==> config.mk <==
export PLATFORM = sky130hd
export DESIGN_NAME = main_path_sched
export DESIGN_NICKNAME = d
export VERILOG_FILES = /design/src/rtl/main_path_sched.sv
export SDC_FILE = /design/constraint.sdc
export NUM_CORES = 1
export LEC_CHECK = 0
export CAP_MARGIN = 20
export CELL_PAD_IN_SITES_DETAIL_PLACEMENT = 1
export CELL_PAD_IN_SITES_GLOBAL_PLACEMENT = 2
export CORE_ASPECT_RATIO = 1.75
export CORE_UTILIZATION = 44
export CTS_BUF_LIST = sky130_fd_sc_hd__clkbuf_4
export DETAILED_ROUTE_END_ITERATION = 7
export DONT_BUFFER_PORTS = 1
export GPL_ROUTABILITY_DRIVEN = 0
export PLACE_DENSITY_LB_ADDON = 0.1
export SYNTH_ARGS = -nofsm -noshare
export SYNTH_HDL_FRONTEND = slang
export SYNTH_SLANG_ARGS = --single-unit
==> constraint.sdc <==
create_clock -name clk -period 3.25 [get_ports clk]
set_input_delay 0.4875 -clock clk [delete_from_list [all_inputs] [get_ports clk]]
set_output_delay 0.4875 -clock clk [all_outputs]
set_load 0.01 [all_outputs]
==> src/rtl/main_path_sched.sv <==
// main_path_sched: sequences main-path passes per layer, waits on done with a watchdog,
// then streams the result BRAM back with a one-cycle-latency writeback tag.
module main_path_sched #(
  parameter int NUM_LAYERS = 4,
  parameter int IMG_W = 5,
  parameter int IMG_H = 4,
  parameter int FM_ADDR_W = 10,
  parameter int KSEL_W = 2,
  parameter int TIMEOUT = 1024
) (
  input  logic                 clk,
  input  logic                 rst_n,
  input  logic                 i_clk_en,
  input  logic                 i_start,
  input  logic                 i_abort,
  output logic                 o_busy,
  output logic                 o_done,
  output logic                 o_err,
  output logic                 o_mp_start,
  input  logic                 i_mp_done,
  output logic [KSEL_W-1:0]    o_kernel_sel,
  output logic [FM_ADDR_W-1:0] o_bram_rd_addr,
  output logic                 o_wb_valid,
  output logic [KSEL_W-1:0]    o_wb_layer,
  output logic                 o_wb_last
);
  localparam int PIXEL_COUNT = IMG_W * IMG_H;
  localparam int WD_W = $clog2(TIMEOUT + 1);
  typedef enum logic [2:0] {IDLE, WAIT, READBACK, NEXT, DONE, ERR} state_t;
  state_t state, state_n;
  logic [KSEL_W-1:0] layer;
  logic [FM_ADDR_W-1:0] pix;
  logic [WD_W-1:0] wd;
  logic pix_last, layer_last, wd_exp;
  assign pix_last = pix == FM_ADDR_W'(PIXEL_COUNT - 1);
  assign layer_last = layer == KSEL_W'(NUM_LAYERS - 1);
  assign wd_exp = wd == WD_W'(TIMEOUT - 1);
  assign o_busy = state != IDLE;
  assign o_done = state == DONE;
  assign o_kernel_sel = layer;
  assign o_bram_rd_addr = pix;
  always_comb begin
    state_n = state;
    case (state)
      IDLE:     state_n = i_start ? WAIT : IDLE;
      WAIT:     state_n = i_mp_done ? READBACK : wd_exp ? ERR : WAIT;
      READBACK: state_n = pix_last ? NEXT : READBACK;
      NEXT:     state_n = layer_last ? DONE : WAIT;
      DONE:     state_n = IDLE;
      ERR:      state_n = ERR;
      default:  state_n = IDLE;
    endcase
    if (i_abort) state_n = IDLE;
  end
  always_ff @(posedge clk or negedge rst_n) begin
    if (!rst_n) begin
      state <= IDLE;
      layer <= '0;
      pix <= '0;
      wd <= '0;
      o_mp_start <= 1'b0;
      o_err <= 1'b0;
      o_wb_valid <= 1'b0;
      o_wb_layer <= '0;
      o_wb_last <= 1'b0;
    end else if (i_clk_en) begin
      state <= state_n;
      // a start pulse accompanies every entry into WAIT, from IDLE or NEXT
      o_mp_start <= state_n == WAIT && state != WAIT;
      wd <= (state == WAIT && state_n == WAIT) ? wd + 1'b1 : '0;
      pix <= (state == READBACK && state_n == READBACK) ? pix + 1'b1 : '0;
      layer <= (state == NEXT && state_n == WAIT) ? layer + 1'b1 :
               (state == IDLE || state_n == IDLE) ? '0 : layer;
      o_err <= state_n == ERR;
      o_wb_valid <= state == READBACK && !i_abort;
      o_wb_layer <= layer;
      o_wb_last <= state == READBACK && pix_last && layer_last && !i_abort;
    end
  end
endmodule

======== Word-level counts from Yosys, hierarchy flattened ========
Cells that the tools add are included.
word-level totals
  flip-flop bits (word level) ............. 32
  latch bits .............................. 0
  memory bits (writable) .................. 0
  bits in read-only memories .............. 0
  word-level logic and storage cells ...... 50
  memories ................................ 0
cells by class
  add/subtract/negate cells ............... 3
  multipliers ............................. 0
  divide/modulo/power cells ............... 0
  $lt $le $gt $ge ......................... 0
  equal/unequal tests ..................... 12
  shift operators ......................... 0
  muxes and demuxes ....................... 11
  bitwise operators ....................... 0
  reduce and logical (&&, ||, !) cells .... 15
operators with widths
  cell                                                                count
  3-bit case mux with 5 select lines                                  1
  3-bit 2-to-1 mux                                                    4
  11-bit by 1-bit adder with 11-bit output (second input constant)    1
  11-bit by 10-bit == test with 1-bit output (second input constant)  1
  11-bit 2-to-1 mux                                                   1
  10-bit by 1-bit adder with 10-bit output (second input constant)    1
  10-bit by 5-bit == test with 1-bit output (second input constant)   1
  10-bit 2-to-1 mux                                                   1
  3-bit by 2-bit == test with 1-bit output (second input constant)    3
  3-bit == test (second input constant)                               3
  1-bit logical AND                                                   8
  3-bit by 1-bit == test with 1-bit output (second input constant)    2
  3-bit logical NOT                                                   2
  2-bit 2-to-1 mux                                                    2
  3-bit by 1-bit != test with 1-bit output (second input constant)    1
  3-bit nonzero test                                                  1
  2-bit by 1-bit adder with 2-bit output (second input constant)      1
  2-bit == test (second input constant)                               1
  1-bit 2-to-1 mux                                                    2
  2-bit AND reduction                                                 1
  2-bit nonzero test                                                  1
  1-bit logical NOT                                                   1
  1-bit logical OR                                                    1

======== Depth between registers and ports, before layout ========
Gate-level depths: netlist (run 1).
  word-level depth ........................ 9
  depth in mapped cells ................... 5
  depth with buffers taken out ............ 5

======== Least setup slack after synthesis (run 1) ========
No wires, ideal clock.
  kind .................................... register -> register
  start point ............................. register pix[0], in the netlist o_bram_rd_addr[0]
  end point ............................... register o_err
  library setup time ...................... 0.104 ns
  arrival time ............................ 1.685 ns
  required time ........................... 3.146 ns
  setup slack ............................. 1.461 ns
  stages on the path, launching flop included .. 6
  buffers on the path ..................... 0
  period minus slack after synthesis ...... 1.789 ns
  cells stage by stage .................... dfrtp_1 ha_1 nor4bb_1 nand3_1 nor3b_2 o41ai_2
on the way
  word-level cells in the longest chain between the ends .. 5
ends and longest elaborated chain
  item                                       line  text
  start: declaration                         32    logic [FM_ADDR_W-1:0] pix;
  start signal: assignment                   71    pix <= (state == READBACK && state_n == READBACK) ? pix + 1'b1 : '0;
  10-bit by 5-bit == test with 1-bit output  35    assign pix_last = pix == FM_ADDR_W'(PIXEL_COUNT - 1);
  1-bit 2-to-1 mux                           47    READBACK: state_n = pix_last ? NEXT : READBACK;
  3-bit case mux with 5 select lines         44    case (state)
  3-bit 2-to-1 mux                           53    if (i_abort) state_n = IDLE;
  3-bit == test                              74    o_err <= state_n == ERR;
  end signal: assignment                     62    o_err <= 1'b0;
  end signal: assignment                     74
  end: declaration                           18    output logic o_err,
Every way passes these cells.
A chain may end at the register's enable or synchronous reset.

======== Worst setup path after layout (run 1) ========
  start point ............................. register pix[0], in the netlist o_bram_rd_addr[0]
  end point ............................... register o_mp_start
on the way
  word-level cells in the longest chain between the ends .. 6
ends and longest elaborated chain
  item                                       line  text
  10-bit by 5-bit == test with 1-bit output  35
  1-bit 2-to-1 mux                           47
  3-bit case mux with 5 select lines         44
  3-bit 2-to-1 mux                           53
  3-bit by 1-bit == test with 1-bit output   69    o_mp_start <= state_n == WAIT && state != WAIT;
  1-bit logical AND                          69
  end signal: assignment                     61    o_mp_start <= 1'b0;
  end signal: assignment                     69
  end: declaration                           19    output logic o_mp_start,
Every way passes these cells.

==> metrics, run 1 <==
status=complete, no violations; clk_skew=0.0141 ns; n_diodes=0; end of the critical path=o_mp_start$_DFFE_PN0P_; Critical Path Sink Type=register; number of top-level pins=26; total chip power=0.703 mW; worst reg2reg path endpoint=o_mp_start$_DFFE_PN0P_; final max-slew violation count=0; most frequent cells in the layout=32 x dfrtp_1, 17 x nand2_1, 13 x a21oi_1; FF-to-FF setup slack=1.03 ns; Synth Register Bits=32; CTS tree=yes; Unique masters post-synth=50; commonest non-fill, non-tap cell in the layout=dfrtp_1; Tcrit/Tclk final=68.4%; global-route wire length before repair=7650 um; CTS Buffer Depth=2; HP Class=in2reg; Pleak=0.727 nW; sequential fraction of the synthesis area=43.7%; Syn Inst Count=188; final setup violation count=0; layout cells sized above 1=12.7%; Final min period=2.22 ns; chip width=50.8 um; full die area=4430 um^2; worst vdd ir=210 uV; Least-Margin Pin Slew=0.555 ns; CP Class=reg2reg; Yosys warning count=0; placed cells=227; post-route ant nets=0; RSZ-0062 raised after global routing=no; Syn Area/Cell=9.74 um^2; vias=1470; vias in the first global route=1569; port bufs=0; sum of negative setup slack=0 ns; DRC viols=0; Placed Instance Area=1850 um^2; Synth Cell Area=1830 um^2; max_slew headroom=63.0%; Skew-Pair Late Insertion Delay=0.34 ns; 1st-iter DRT viols=28; top cell type by total area after synthesis=dfrtp_1; vias per cell=6.20; Worst Path Required=3.47 ns; prevailing post-synth register cell=dfrtp_1; synth top area cells=dfrtp_1 44%, xnor2_1 4.3%, a21oi_1 3.6%; FFs w/ async S/R, synth=100%; worst r2r path cells=5; Initial Util=46.4%; maximum clock frequency=450 MHz; Max Cap Violations=0; Worst Path Arrival=2.45 ns; final-stage net count=197; EDFF count, synth=0; DP HPWL=3060 um; Area Overhead vs Synth=5.47%; Global Route Usage Sum=23.2%; Max Fanout on Critical Path=9; post-CTS sizing=0; launching point of the worst reg2reg path=o_bram_rd_addr[0]$_DFFE_PN0P_; DR pass1 iterations=4; largest net degree at the start of global routing=36; fin area=1930 um^2; core area=3940 um^2; final hold viol count=0; P per Cell Area=364 nW/um^2; Worst setup SP type=register; Finished Layout Cells=237; worst setup path start=o_bram_rd_addr[0]$_DFFE_PN0P_; CTS H-tree depth=2; # rows=30; clock sink total=32; clk slew on worst S/H paths=0.11 ns; syn nets=197; Num CTS Buffers=5; share of the synthesized area in the top cell type=43.7%; Chip Height=87.3 um; detailed-route wire length per cell=18.7 um; initial antenna violation count=0; remaining global-route overflow=0; Post-CTS Setup Inserts=0; final wirelength=4420 um; Clock Tree Root=clkbuf_4
[per-stage QoR]
| stage | hold WS (ns) | setup slack (ns) | utilization (%) |
|---|---|---|---|
| 6_report | 0.216 | 1.03 | 49.0 |
| 5_1_grt | 0.180 | 0.973 | 49.0 |
| 4_1_cts | 0.197 | 1.04 | 49.0 |
| 3_5_place_dp | 0.193 | 1.07 | 46.9 |
| 3_3_place_gp | 0.193 | 1.26 | 46.9 |
| 2_1_floorplan | 0.192 | 1.46 | - |
[repair_timing]
action / CTS / global route
endpoints found under the hold margin: 32 / 0
hold buffers: 2 / 0
setup endpoints to repair: 0 / 0
[logic make-up (layout without fill, tap and decap cells)]
kind of cell,count (synthesis),in the layout,synth area share (%)
and+or+nand+nor,79,79,26.4
AOI/OAI and AO/OA,42,42,16.2
adders and majority gates,3,3,2.05
DFF,32,32,43.7
xor gates and xnor gates,10,10,4.79
muxes,5,5,2.94
buffers and inverters,17,18,3.90
[cell usage after synthesis (2+ instances only)]
master,number
mux2_2,3
nand3b_1,5
nand4_1,5
nand3_1,12
nor4_1,4
nand2b_1,6
or3_1,3
o311ai_1,2
buf_2,3
a31oi_1,5
nand2_1,17
ha_1,3
o41ai_2,2
o21ai_0,2
nor3_1,8
a21oi_1,13
o211ai_1,2
o2bb2ai_1,5
clkbuf_1,5
nor2_1,3
o22ai_1,4
dfrtp_1,32
xnor2_1,9
mux2i_1,2
inv_1,8
[per-layer routing]
metal | vias up | track usage [%] | part of all wire [%] | routed length (um)
li1 | 699 | - | - | -
met1 | 743 | 28.7 | 44 | 1950
met2 | 22 | 39.0 | 51 | 2270
met3 | 6 | 5.93 | 3.1 | 137
met4 | 0 | 7.58 | 1.4 | 64
met5 | - | 0 | 0 | 0
[critical path: stages (launching register included)]
cell and delay, ns:
dfrtp_1 0.48, ha_1 0.26, nor4bb_1 0.34, nand3_1 0.36
nor3b_2 0.32, o41ai_2 0.34
[flip-flops by register name, summed over array words and instances (netlist names)]
signal and cells:
o_kernel_sel 2, o_err 1, wd 11, o_mp_start 1, o_bram_rd_addr 10, o_wb_valid 1, o_wb_last 1, state 3
o_wb_layer 2
[report_power, final]
part	internal [mW]	switching, mW
logic	0.0235	0.0378
clock network	0.0793	0.144
registers	0.404	0.0147
total	0.507	0.196
[how the worst min path moves through the flow]
stage	from	to	slack [ns]	cells after the start
2_1_floorplan	rst_n	o_bram_rd_addr[0]$_DFFE_PN0P_	0.19	0
3_3_place_gp	rst_n	wd[1]$_DFFE_PN0P_	0.19	0
3_5_place_dp	rst_n	wd[0]$_DFFE_PN0P_	0.19	0
4_1_cts	i_clk_en	wd[9]$_DFFE_PN0P_	0.20	1
5_1_grt	i_clk_en	o_bram_rd_addr[8]$_DFFE_PN0P_	0.18	1
6_report	i_clk_en	o_bram_rd_addr[8]$_DFFE_PN0P_	0.22	1
[area by class of cell]
class	instances	area (um^2)
well taps	48	60.1
repair buffers	2	30.0
flip-flops and latches	32	801
clock inverters	3	13.8
inverters	8	30.0
fillers	471	2010
clock buffers	5	37.5
multi-input cells	139	958
Note: power is estimated with default switching activity, not from simulation.
==> run 2, diff against run 1 <==
--- a/config.mk
+++ b/config.mk
@@ -5,11 +5,12 @@
 export SDC_FILE = /design/constraint.sdc
 export NUM_CORES = 1
 export LEC_CHECK = 0
+export ABC_AREA = 1
 export CAP_MARGIN = 20
 export CELL_PAD_IN_SITES_DETAIL_PLACEMENT = 1
 export CELL_PAD_IN_SITES_GLOBAL_PLACEMENT = 2
 export CORE_ASPECT_RATIO = 1.75
-export CORE_UTILIZATION = 44
+export CORE_UTILIZATION = 35
 export CTS_BUF_LIST = sky130_fd_sc_hd__clkbuf_4
 export DETAILED_ROUTE_END_ITERATION = 7
 export DONT_BUFFER_PORTS = 1
==> constraint.sdc (replaced) <==
create_clock -name clk -period 1.9 [get_ports clk]
set_input_delay 0.285 -clock clk [delete_from_list [all_inputs] [get_ports clk]]
set_output_delay 0.285 -clock clk [all_outputs]
set_load 0.01 [all_outputs]
==> metrics, run 2 <==
vias=1386 (-5.7%); Finished Layout Cells=270 (+14%); Yosys warning count=0 (unchanged); count leader, synth=nand2_1; Post-CTS Setup Inserts=0 (unchanged); Worst Path Arrival=1.85 ns (-0.60 ns); clk slew on worst S/H paths=0.10 ns (about the same); Clock Tree Root=clkbuf_4; placed cells=261 (+15%); EDFF count, synth=0 (unchanged); maximum clock frequency=614 MHz (+36%); clock sink total=32 (unchanged); syn nets=218 (+11%); largest net degree at the start of global routing=33 (-8.3%); CTS H-tree depth=2 (unchanged); Syn Area/Cell=8.27 um^2 (-15%); n_diodes=0 (unchanged); Global Route Usage Sum=18.0% (-5.3 points); Synth Register Bits=32 (unchanged); P per Cell Area=641 nW/um^2 (+76%); Num CTS Buffers=5 (unchanged); final hold viol count=0 (unchanged); clk_skew=0.00712 ns (-0.00693 ns); share of the synthesized area in the top cell type=46.3% (+2.6 points); worst hold margin=0.0292 ns (-0.186 ns); Fill cells=598 (+27%); Worst Path Required=2.12 ns (-1.35 ns); Max Fanout on Critical Path=9 (unchanged); post-route ant nets=0 (unchanged); Unique masters post-synth=30 (-40%); sum of negative setup slack=0 ns (unchanged); layout cells sized above 1=14.7% (+2.0 points); RSZ-0062 raised after global routing=no; DRC viols=0 (unchanged); detailed-route wire length per cell=14.9 um (-20%); synth top area cells=dfrtp_1 46%, nand2_1 11%, nor2_1 6.5%; prevailing post-synth register cell=dfrtp_1; top cell type by total area after synthesis=dfrtp_1; core area=4710 um^2 (+19%); Largest Register=wd; final-stage net count=227 (+15%); most frequent cells in the layout=52 x nand2_1, 32 x dfrtp_1, 30 x nor2_1; worst vdd ir=318 uV (+51%); sequential fraction of the synthesis area=46.3% (+2.6 points); area occupied by multi-input gates=821 um^2 (-14%); final setup violation count=0 (unchanged); Tcrit/Tclk final=85.8% (+17 points); Storage cell area=801 um^2 (unchanged); Max Cap Violations=0 (unchanged); Chip Height=95.0 um (+8.7%); CTS Buffer Depth=2 (unchanged); Synth Cell Area=1730 um^2 (-5.6%); port bufs=0 (unchanged); Area Overhead vs Synth=8.33%; CP Class=reg2reg; max FFs per register=11 (unchanged); # rows=33 (+10%); Skew-Pair Late Insertion Delay=0.32 ns (-0.02 ns); chip width=55.1 um (+8.6%); Worst setup SP type=register; remaining global-route overflow=0 (unchanged); global-route wire length before repair=6670 um (-13%); Critical Path Sink Type=register; DR pass1 iterations=4 (unchanged); final wirelength=4040 um (-8.8%); top cells by count, synth=52 x nand2_1, 32 x dfrtp_1, 30 x nor2_1, 18 x nand3_1, 16 x inv_1; vias in the first global route=1468 (-6.4%); HP Class=in2reg; FFs w/ async S/R, synth=100% (unchanged); Pleak=0.857 nW (+18%); Initial Util=36.7% (-9.7 points); commonest non-fill, non-tap cell in the layout=nand2_1; Syn Inst Count=209 (+11%); full die area=5230 um^2 (+18%); fin util=39.8% (-9.2 points); total chip power=1.20 mW (+71%); CTS tree=yes; Least-Margin Pin Slew=0.451 ns (-0.103 ns); number of top-level pins=26 (unchanged); max_slew headroom=69.7% (+6.7 points); 1st-iter DRT viols=17 (-39%); vias per cell=5.13 (-17%); final max-slew violation count=0 (unchanged); initial antenna violation count=0 (unchanged); DP HPWL=3120 um (+2.1%); Final min period=1.63 ns (-0.594 ns); status=complete, no violations
[run 2: what timing repair did]
| item | in CTS | in global routing |
|---|---|---|
| hold buffers | 2 | 0 |
| endpoints found under the setup margin | 0 | 0 |
| hold endpoints to repair | 32 | 0 |
| gates resized for setup | 0 | 0 |
[run 2: final cells by class]
class / count / area share [%]
clock buffers: 5 / 2.01
flip-flops and latches: 32 / 42.8
inverters: 20 / 4.28
multi-input cells: 153 / 43.9
well taps: 52 / 3.48
clock inverters: 2 / 0.401
repair buffers: 6 / 3.21
[run 2: routing by layer]
metal / wire [um] / track usage, % / part of all wire, %
met5: 0 / 0 / 0
met4: 56 / 5.63 / 1.4
met3: 165 / 5.31 / 4.1
met2: 2280 / 32.9 / 56
met1: 1530 / 18.3 / 38
[run 2: cell families (layout without fill, tap and decap cells)]
group | after synthesis | in the layout | share of synthesized area, %
flip-flops | 32 | 32 | 46.3
AND/OR/NAND/NOR | 126 | 126 | 35.2
AO/OA/AOI/OAI | 12 | 12 | 4.06
buffers and inverters | 24 | 33 | 6.16
XOR/XNOR | 12 | 12 | 6.08
adder cells (fa/ha/maj) | 3 | 3 | 2.17
[run 2: where the power goes]
part	switching (mW)	internal, mW	total [mW]
Combinational	0.0912	0.0436	0.135
Clock	0.223	0.129	0.352
Sequential	0.0179	0.695	0.713
[run 2: final timing paths]
kind                                            from                           to  slack (ns)  cells past startpoint
max in group asynchronous                      rst_n  o_kernel_sel[1]$_DFFE_PN0P_        1.30                      2
worst max register to register  state[0]$_DFFE_PN0P_  o_kernel_sel[1]$_DFFE_PN0P_        0.27                     11
min in group asynchronous                      rst_n            wd[2]$_DFFE_PN0P_        0.42                      2
worst max-delay path            state[0]$_DFFE_PN0P_  o_kernel_sel[1]$_DFFE_PN0P_        0.27                     11
worst min register to register     wd[1]$_DFFE_PN0P_            wd[1]$_DFFE_PN0P_        0.53                      2
worst min-delay path                        i_clk_en            wd[0]$_DFFE_PN0P_        0.03                      1
[run 2: worst max-delay path, stage by stage (launching register included)]
cell and delay [ns]:
dfrtp_1 0.51, nand2_1 0.11, nor2_2 0.14, nand2_1 0.07
nand2_1 0.06, nor2_1 0.05, nand2_2 0.09, nand3_4 0.09
nor2_2 0.15, nand3_2 0.11, nand3_1 0.10, nand2_1 0.05
[run 2: stage by stage]
stage	setup slack, ns	area (um^2)
after floorplan	0.385	1730
after global placement	0.269	1800
after detailed placement	0.268	1800
after CTS	0.241	1870
after global routing	0.0758	1870
final	0.270	1870
==> run 3, diff against run 2 <==
--- a/config.mk
+++ b/config.mk
@@ -15,7 +15,7 @@
 export DETAILED_ROUTE_END_ITERATION = 7
 export DONT_BUFFER_PORTS = 1
 export GPL_ROUTABILITY_DRIVEN = 0
-export PLACE_DENSITY_LB_ADDON = 0.1
+export PLACE_DENSITY = 0.82
 export SYNTH_ARGS = -nofsm -noshare
 export SYNTH_HDL_FRONTEND = slang
 export SYNTH_SLANG_ARGS = --single-unit
==> metrics, run 3 (synthesis gave the netlist of run 2 again) <==
status=complete, no violations; Worst setup SP type=register; clk_skew=0.00696 ns (-0.000164 ns); 1st-iter DRT viols=16 (-1); most frequent cells in the layout=52 x nand2_1, 32 x dfrtp_1, 30 x nor2_1; Pleak=0.869 nW (+1.4%); Area Overhead vs Synth=9.41%; max FFs per register=11 (unchanged); post-CTS sizing=0 (unchanged); Final min period=1.75 ns (+0.116 ns); final wirelength=4170 um (+3.2%); # rows=33 (unchanged); clk slew on worst S/H paths=0.10 ns (about the same); Chip Height=95.0 um (unchanged); Tcrit/Tclk final=91.9% (+6.1 points); global-route wire length before repair=7110 um (+6.5%); largest net degree at the start of global routing=33 (unchanged); Global Route Usage Sum=19.4% (+1.4 points); vias per cell=5.17 (+0.77%); end of the critical path=o_kernel_sel[0]$_DFFE_PN0P_; Psw=0.346 mW (+4.4%); port bufs=0 (unchanged); worst r2r path cells=10 (-1); placed cells=262 (+0.38%); DRC viols=0 (unchanged); n_diodes=0 (unchanged); Worst Path Required=2.13 ns (about the same); min-delay src=i_clk_en; Critical Path Sink Type=register; Gate power share=10.0% (-1.2 points); FF-to-FF setup slack=0.15 ns (-0.12 ns); commonest non-fill, non-tap cell in the layout=nand2_1; Least-Margin Pin Slew=0.417 ns (-0.0346 ns); maximum clock frequency=573 MHz (-6.6%); Finished Layout Cells=272 (+0.74%); Clock Tree Root=clkbuf_4; clock sink total=32 (unchanged); Largest Register=wd; Skew-Pair Late Insertion Delay=0.33 ns (about the same); CTS Buffer Depth=2 (unchanged); worst setup path start=o_bram_rd_addr[0]$_DFFE_PN0P_; P per Cell Area=662 nW/um^2 (+3.4%); worst reg2reg path endpoint=o_kernel_sel[0]$_DFFE_PN0P_; RSZ-0062 raised after global routing=no; vias=1407 (+1.5%); core area=4710 um^2 (unchanged); final-stage net count=228 (+0.44%); worst vdd ir=354 uV (+11%); CTS tree=yes; Num CTS Buffers=5 (unchanged); number of top-level pins=26 (unchanged); Reg power frac=57.6% (-1.9 points); Max Fanout on Critical Path=5 (-4); Max Cap Violations=0 (unchanged); Pint=0.906 mW (+4.4%); Initial Util=36.7% (unchanged); CP Class=reg2reg; final max-slew violation count=0 (unchanged); final hold viol count=0 (unchanged); dpl ws=0.155 ns (-0.113 ns); post-route worst setup slack=0.155 ns (-0.116 ns); chip width=55.1 um (unchanged); CTS H-tree depth=2 (unchanged); sum of negative setup slack=0 ns (unchanged); Worst Path Arrival=1.98 ns (+0.13 ns); DP HPWL=3270 um (+4.7%); post-route ant nets=0 (unchanged); Clk pwr share=32.3% (+3.0 points); vias in the first global route=1534 (+4.5%); initial antenna violation count=0 (unchanged); worst hold margin=0.0244 ns (-0.00477 ns); remaining global-route overflow=0 (unchanged); launching point of the worst reg2reg path=o_bram_rd_addr[0]$_DFFE_PN0P_; switch share=27.7% (about the same); full die area=5230 um^2 (unchanged); max_slew headroom=72.0% (+2.3 points); layout cells sized above 1=15.9% (+1.2 points); DR pass1 iterations=4 (unchanged); final setup violation count=0 (unchanged); HP Class=in2reg; detailed-route wire length per cell=15.3 um (+2.5%)
[run 3: cell types whose count changed in the layout (fill, tap and decap cells not counted)]
| cell | change |
|---|---|
| clkbuf_4 | +2 |
| buf_4 | +1 |
| clkinv_1 | -1 |
[run 3: what timing repair did]
item / CTS / global route
hold buffers: 2 / 0
endpoints found under the hold margin: 32 / 0
setup buffers: 0 / 0
[run 3: worst min-delay path by stage]
stage / end / slack (ns) / depth (start not counted)
after CTS: wd[0]$_DFFE_PN0P_ / 0.01 / 1
after global placement: wd[8]$_DFFE_PN0P_ / -0.01 / 0
after detailed placement: wd[8]$_DFFE_PN0P_ / -0.01 / 0
after global routing: wd[0]$_DFFE_PN0P_ / 0.01 / 1
final: wd[0]$_DFFE_PN0P_ / 0.02 / 1
after floorplan: o_bram_rd_addr[0]$_DFFE_PN0P_ / -0.01 / 0
[run 3: per-layer routing]
layer	vias up	wire [um]	global-route usage (%)
li1	684	-	-
met1	697	1390	18.5
met2	21	2510	36.7
met3	5	198	4.83
met4	0	58	7.50
met5	-	0	0
[run 3: final cells by class]
cell class / count / area, um^2
clock buffer: 7 / 52.6
clock inverter: 1 / 3.75
tap: 52 / 65.1
inverter: 20 / 80.1
fill: 593 / 2820
multi-input combinational: 153 / 821
timing repair buffer: 7 / 67.6
sequential: 32 / 801
[run 3: through the flow]
stage / cell area, um^2 / util (%) / power (mW)
3_5_place_dp: 1800 / 38.3 / 0.845
3_3_place_gp: 1800 / 38.3 / 0.842
5_1_grt: 1890 / 40.2 / 1.30
2_1_floorplan: 1730 / - / 0.821
6_report: 1890 / 40.2 / 1.25
4_1_cts: 1890 / 40.2 / 1.27
[run 3: power groups by stage]
stage	combinational, mW	sequential (mW)	clock [mW]
after floorplan	0.0962	0.725	0
after global placement	0.107	0.734	0
after detailed placement	0.109	0.736	0
after CTS	0.131	0.722	0.421
after global routing	0.146	0.725	0.433
final	0.126	0.722	0.405
[run 3: worst max-delay path: stages, from the launching register on]
cell,delay (ns)
dfrtp_1,0.49
ha_1,0.26
nand2_1,0.08
nor2_2,0.11
nand2_2,0.08
nand2_2,0.10
nand3_4,0.09
nor2_2,0.14
nand3_2,0.12
nand3_1,0.10
nand2_1,0.06
